<file path="src/rtl/viterbi_pkg.sv">
// Shared definitions for the Viterbi traceback controller.
//   VIT_ADDR_W : default traceback bank depth exponent (2**VIT_ADDR_W words)
//   VIT_NBANK  : default number of decision-memory banks (power of two, >= 3)
//   tb_state_t : traceback sequencer states
package viterbi_pkg;

   localparam int VIT_ADDR_W = 5;
   localparam int VIT_NBANK  = 4;

   typedef enum logic [1:0] {
      TB_IDLE,
      TB_START,
      TB_TRAIN,
      TB_DECODE
   } tb_state_t;

endpackage

</file>
<file path="src/rtl/viterbi_ptr.sv">
// Bank/address pointer into the decision memory.
// Counts one word per step; the address wraps at its terminal value and the
// bank rolls by one (modulo 2**BANK_W) at the same time. DOWN selects the
// direction. A load overrides the step.
//   clk, rst            : clock, async active-low reset (pointer clears to 0)
//   load, load_bank/addr: synchronous preset
//   step                : advance one word
//   bank, addr          : current pointer
//   at_end              : address is at its terminal value (max up / 0 down)
module viterbi_ptr #(
   parameter int   ADDR_W = 5,
   parameter int   BANK_W = 2,
   parameter logic DOWN   = 1'b0
) (
   input  logic              clk,
   input  logic              rst,
   input  logic              load,
   input  logic [BANK_W-1:0] load_bank,
   input  logic [ADDR_W-1:0] load_addr,
   input  logic              step,
   output logic [BANK_W-1:0] bank,
   output logic [ADDR_W-1:0] addr,
   output logic              at_end
);

   assign at_end = DOWN ? (addr == '0) : (addr == '1);

   always_ff @(posedge clk or negedge rst) begin
      if (!rst) begin
         bank <= '0;
         addr <= '0;
      end else if (load) begin
         bank <= load_bank;
         addr <= load_addr;
      end else if (step) begin
         if (DOWN) begin
            if (at_end) begin
               addr <= '1;
               bank <= bank - BANK_W'(1);
            end else begin
               addr <= addr - ADDR_W'(1);
            end
         end else begin
            if (at_end) begin
               addr <= '0;
               bank <= bank + BANK_W'(1);
            end else begin
               addr <= addr + ADDR_W'(1);
            end
         end
      end
   end

endmodule

</file>
<file path="src/rtl/viterbi_ctrl.sv">
// Viterbi decoder decision-memory and traceback controller.
// The writer fills banks with ACS decisions; once two banks are complete, each
// newly completed bank launches a traceback that trains over that bank and then
// decodes over the bank before it, both read from the top address downward.
//   clk, rst              : clock, async active-low reset
//   in_valid / in_ready   : symbol handshake into the branch-metric stage
//   acs_en, wr_en         : ACS update enable / decision write strobe (= accept)
//   wr_bank, wr_addr      : decision write pointer
//   tb_start              : one-cycle pulse at traceback launch
//   rd_en, rd_bank, rd_addr: decision read strobe and pointer (read latency 1)
//   dec_valid, dec_last   : decoded bit valid / final bit of a block
module viterbi_ctrl
   import viterbi_pkg::*;
#(
   parameter int  ADDR_W = VIT_ADDR_W,
   parameter int  NBANK  = VIT_NBANK,
   localparam int BANK_W = $clog2(NBANK)
) (
   input  logic              clk,
   input  logic              rst,
   input  logic              in_valid,
   output logic              in_ready,
   output logic              acs_en,
   output logic              wr_en,
   output logic [BANK_W-1:0] wr_bank,
   output logic [ADDR_W-1:0] wr_addr,
   output logic              tb_start,
   output logic              rd_en,
   output logic [BANK_W-1:0] rd_bank,
   output logic [ADDR_W-1:0] rd_addr,
   output logic              dec_valid,
   output logic              dec_last
);

   tb_state_t         state, state_n;
   logic [1:0]        filled;
   logic              pending;
   logic              accept, complete, trig;
   logic              wr_end, rd_zero;
   logic              busy, final_rd;
   logic              rd_load, rd_step;
   logic [BANK_W-1:0] ld_bank;

   assign busy     = (state == TB_TRAIN) || (state == TB_DECODE);
   assign final_rd = (state == TB_DECODE) && rd_zero;

   // The writer may run freely inside its current bank; it only waits at the
   // last word so it never rolls into a bank a traceback is still reading.
   // The final decode read frees the banks, so completion is allowed there.
   assign in_ready = ~(wr_end & (pending | (busy & ~final_rd)));

   // Gated by reset so no strobe escapes while the block is held in reset.
   assign accept   = in_valid & in_ready & rst;
   assign acs_en   = accept;
   assign wr_en    = accept;
   assign complete = accept & wr_end;
   assign trig     = complete & (filled != 2'd0);

   assign tb_start = (state == TB_START);
   assign rd_en    = busy;

   // During TB_START the writer sits in the bank after the completed one, so
   // the training bank is one behind it. Loading on the START edge keeps the
   // read outputs unchanged until the first training read.
   assign ld_bank = wr_bank - BANK_W'(1);
   assign rd_load = (state == TB_START);
   assign rd_step = busy & ~final_rd;

   viterbi_ptr #(.ADDR_W(ADDR_W), .BANK_W(BANK_W), .DOWN(1'b0)) u_wr_ptr (
      .clk       (clk),
      .rst       (rst),
      .load      (1'b0),
      .load_bank ('0),
      .load_addr ('0),
      .step      (accept),
      .bank      (wr_bank),
      .addr      (wr_addr),
      .at_end    (wr_end)
   );

   // Descending across the train bank's address 0 rolls the bank down by one,
   // which lands exactly on the decode bank.
   viterbi_ptr #(.ADDR_W(ADDR_W), .BANK_W(BANK_W), .DOWN(1'b1)) u_rd_ptr (
      .clk       (clk),
      .rst       (rst),
      .load      (rd_load),
      .load_bank (ld_bank),
      .load_addr ('1),
      .step      (rd_step),
      .bank      (rd_bank),
      .addr      (rd_addr),
      .at_end    (rd_zero)
   );

   always_comb begin
      state_n = state;
      case (state)
         TB_IDLE:   if (trig || pending) state_n = TB_START;
         TB_START:  state_n = TB_TRAIN;
         TB_TRAIN:  if (rd_zero) state_n = TB_DECODE;
         TB_DECODE: if (rd_zero) state_n = (trig || pending) ? TB_START : TB_IDLE;
         default:   state_n = TB_IDLE;
      endcase
   end

   always_ff @(posedge clk or negedge rst) begin
      if (!rst) begin
         state     <= TB_IDLE;
         filled    <= 2'd0;
         pending   <= 1'b0;
         dec_valid <= 1'b0;
         dec_last  <= 1'b0;
      end else begin
         state <= state_n;
         if (complete && filled != 2'd2) filled <= filled + 2'd1;
         // Pending covers a completed bank until its TB_START cycle retires it.
         if (trig)                      pending <= 1'b1;
         else if (state == TB_START)    pending <= 1'b0;
         dec_valid <= rd_en & (state == TB_DECODE);
         dec_last  <= final_rd;
      end
   end

endmodule
</file>
<file path="config.mk">
export PLATFORM = sky130hd
export DESIGN_NAME = viterbi_ctrl
export DESIGN_NICKNAME = d
export VERILOG_FILES = /design/src/rtl/viterbi_pkg.sv /design/src/rtl/viterbi_ptr.sv /design/src/rtl/viterbi_ctrl.sv
export SDC_FILE = /design/constraint.sdc
export NUM_CORES = 1
export LEC_CHECK = 0
export CORE_MARGIN = 8
export CORE_UTILIZATION = 50
export CTS_BUF_LIST = sky130_fd_sc_hd__clkbuf_16
export CTS_CLUSTER_SIZE = 30
export DETAILED_ROUTE_END_ITERATION = 16
export GPL_ROUTABILITY_DRIVEN = 0
export HOLD_SLACK_MARGIN = 0.15
export PLACE_DENSITY = 0.83
export SKIP_LAST_GASP = 1
export SLEW_MARGIN = 5
export SYNTH_ARGS = -nofsm -noshare
export SYNTH_HDL_FRONTEND = slang
export SYNTH_HIERARCHICAL = 1
export SYNTH_SLANG_ARGS = --single-unit
</file>
<file path="constraint.sdc">
create_clock -name clk -period 4.9 [get_ports clk]
set_input_delay 0.98 -clock clk [delete_from_list [all_inputs] [get_ports clk]]
set_output_delay 0.98 -clock clk [all_outputs]
set_load 0.01 [all_outputs]
</file>
==> impl_metrics.yaml <==
pwr:
  p_sw_mw: 0.355
  p_sw_frac: 0.386
  seq_power_share: 0.311
  ir_drop_v: 0.000344
  combPwrFrac: 0.505
  p_clk_frac: 0.184
  power_density_nw_per_um2: 539
  intPower_mw: 0.564
  p_leak_nw: 0.776
  finalPower_mw: 0.920
clock_tree:
  clock-sinks: 21
  ctsHoldBuffers: 0
  cts-htree-levels: 1
  cts_tree: "done"
  cts_resized: 0
  clk_latency_ps: 250
  cts_buffers: 3
  path_clk_slew_ps: 50
  cts_max_path_buffers: 2
  cts-root-buf: "clkbuf_16"
  cts_setup_buffers: 0
sta:
  fmax_ghz: 0.244
  hold_viol_final: 0
  finalSetupViolCount: 0
  finalSetupTns_ps: 0
  setup_ws_ps: 804
  grt_setup_unrepaired: "no"
  worstMarginPinSlew_ps: 808
  period_needed_ps: 4100
  period_share: 0.836
  skew_ps: 3.44
  slew_viol_final: 0
  max-slew-margin-rel: 0.459
cells_and_area:
  seq_area_um2: 526
  area_growth_pct: 28.3
  diodes: 0
  multi_input_area_um2: 773
  drive_gt1_frac: 0.0852
  final_cell_mix: "clkdlybuf4s50_1 (23), dfrtp_1 (21), nand2_1 (16), conb_1 (16), inv_1 (14)"
  final_common_cell: "clkdlybuf4s50_1"
  nFillCells: 203
  nets: 191
placed_design:
  io_buffers: 23
  pre_cts_slack_ps: 1090
  dp_hpwl_um: 2120
logic_synthesis:
  yosysTopAreaCellShare: 0.395
  synth_seq_cells: 21
  syn_area_um2: 1330
  post-synth-top-area-cell: "dfrtp_1"
  ys_top_cells_by_area: "dfrtp_1 (39%), ha_1 (10%), nand2_1 (4.5%)"
  yosys_warnings: 6
  avgSynthCellArea_um2: 9.58
  synth_top_flop_cell: "dfrtp_1"
  synthArstFlopShare: 1.00
  synthCells: 139
  ys_types: 48
  synth_edf_count: 0
  ys_seq_area_frac: 0.395
route:
  via_per_inst: 5.12
  drt-wirelength-per-cell_um: 13.9
  firstDrtPassIters: 4
  drt_wl_total_um: 2860
  drt-initial-drc-count: 34
  num_vias: 1054
  drc: 0
  postRouteAntennaNets: 0
grt:
  overflow: 0
  first_global_vias: 1024
  grt_max_degree: 24
  antenna_found_initial: 0
  grt_usage: 0.139
  grt_pass1_wl_um: 4790
critical_path:
  critPathArrivalTime_ps: 3120
  critical_path.most_common_cell: "inv_1"
  worst-endpoint-required_ps: 3920
  path_class: "flip-flop to primary output"
  cp-start-kind: "flip-flop"
  cpPeakStageDelay_ps: 620
  endpoint_kind: "primary output"
  crit_path_cell_trace: "inv_1 > ha_1 > nor4b_4 > and2_1 > nor2_1 > o21a_1 > inv_1 > and3_1 > clkdlybuf4s50_1"
  critPathMaxFanout: 14
  cp_slowest_cell: "clkdlybuf4s50_1"
floorplanning:
  dieArea_um2: 4570
  rows: 18
  core_um2: 2500
  fp.dieW_um: 67.6
  ioPinCount: 24
  die-height_um: 67.6
  start_util: 0.533
worst_hold_path:
  hold_class: "flip-flop to flip-flop"
status:
  status: "finished, final reports clean"
run:
  drv_cap: 0
## Yosys cell counts (2+ instances only)
cell type	n
conb_1	2
inv_1	13
xnor2_1	3
a21oi_2	2
nor2_1	7
clkbuf_1	2
nor3_1	2
xor2_1	3
and3_1	2
ha_1	11
a31oi_1	3
dfrtp_1	21
a21oi_1	3
o21ai_1	7
nand3_1	3
nor3b_1	3
mux2i_1	2
nand2_1	16
o21ai_0	5
## cells by family (layout without fill, tap and decap cells)
logic type                 count (synthesis)  in the layout  share of synthesized area
buffers and inverters                     19             42                     0.0639
xor gates and xnor gates                   6              6                     0.0395
AOI/OAI and AO/OA                         29             29                      0.144
other                                      2             16                    0.00564
and+or+nand+nor                           47             47                      0.214
adders and majority gates                 11             11                      0.103
muxes                                      4              4                     0.0348
DFF                                       21             21                      0.395
## path summary, 6_finish.rpt
| check | start | to | depth (start not counted) | slack [ps] |
|---|---|---|---|---|
| max in group asynchronous | rst | u_wr_ptr/addr[0] | 2 | 3590 |
| worst max-delay path | u_rd_ptr/addr[0] | wr_en | 9 | 800 |
| worst min register to register | filled[1] | filled[1] | 1 | 550 |
| min in group asynchronous | rst | state[0] | 2 | 1080 |
| worst max register to register | u_rd_ptr/addr[0] | u_wr_ptr/addr[3] | 11 | 1890 |
| worst min-delay path | filled[1] | filled[1] | 1 | 550 |
## stage by stage
stage                     utilization  hold slack, ps  instance area (µm²)  cells
final                           0.683             553                 1710    206
after detailed placement        0.652             519                 1630    202
after floorplan                     -             485                 1380    153
after CTS                       0.683             545                 1710    206
after global routing            0.683             591                 1710    206
after global placement          0.652             496                 1630    202
## flip-flops by register name, summed over array words and instances (netlist names)
name / count
dec_valid: 1
dec_last: 1
state: 2
u_rd_ptr/bank: 2
pending: 1
u_wr_ptr/bank: 2
u_rd_ptr/addr: 5
u_wr_ptr/addr: 5
filled: 2
## critical path: cells and delay by family, from the launching register on
family / cells / cell delay (ps)
flops: 1 / 420
simple gates: 4 / 1220
compound gates: 1 / 250
buf+inv: 3 / 780
fa+ha+maj: 1 / 180
## layout make-up
type,count,area share
clock buffers,3,0.0440
inverters,14,0.0322
well taps,30,0.0220
clock inverters,1,0.00220
multi-input cells,113,0.453
flip-flops and latches,21,0.308
repair buffers,24,0.139
## layer usage
metal | up-vias | GRT usage | wire [µm] | share of wire
met5 | - | 0 | 0 | 0
met3 | 4 | 0.0430 | 147 | 0.051
met1 | 492 | 0.146 | 1230 | 0.43
li1 | 539 | - | - | -
met4 | 0 | 0.0627 | 42 | 0.015
met2 | 19 | 0.246 | 1440 | 0.50
## power by group through the flow
| stage | sequential (mW) | clock [mW] | combinational, mW |
|---|---|---|---|
| 2_1_floorplan | 0.298 | 0 | 0.281 |
| 3_3_place_gp | 0.285 | 0 | 0.439 |
| 3_5_place_dp | 0.290 | 0 | 0.460 |
| 4_1_cts | 0.287 | 0.171 | 0.465 |
| 5_1_grt | 0.297 | 0.180 | 0.508 |
| 6_report | 0.286 | 0.169 | 0.464 |
(Power assumes the default switching activity.)
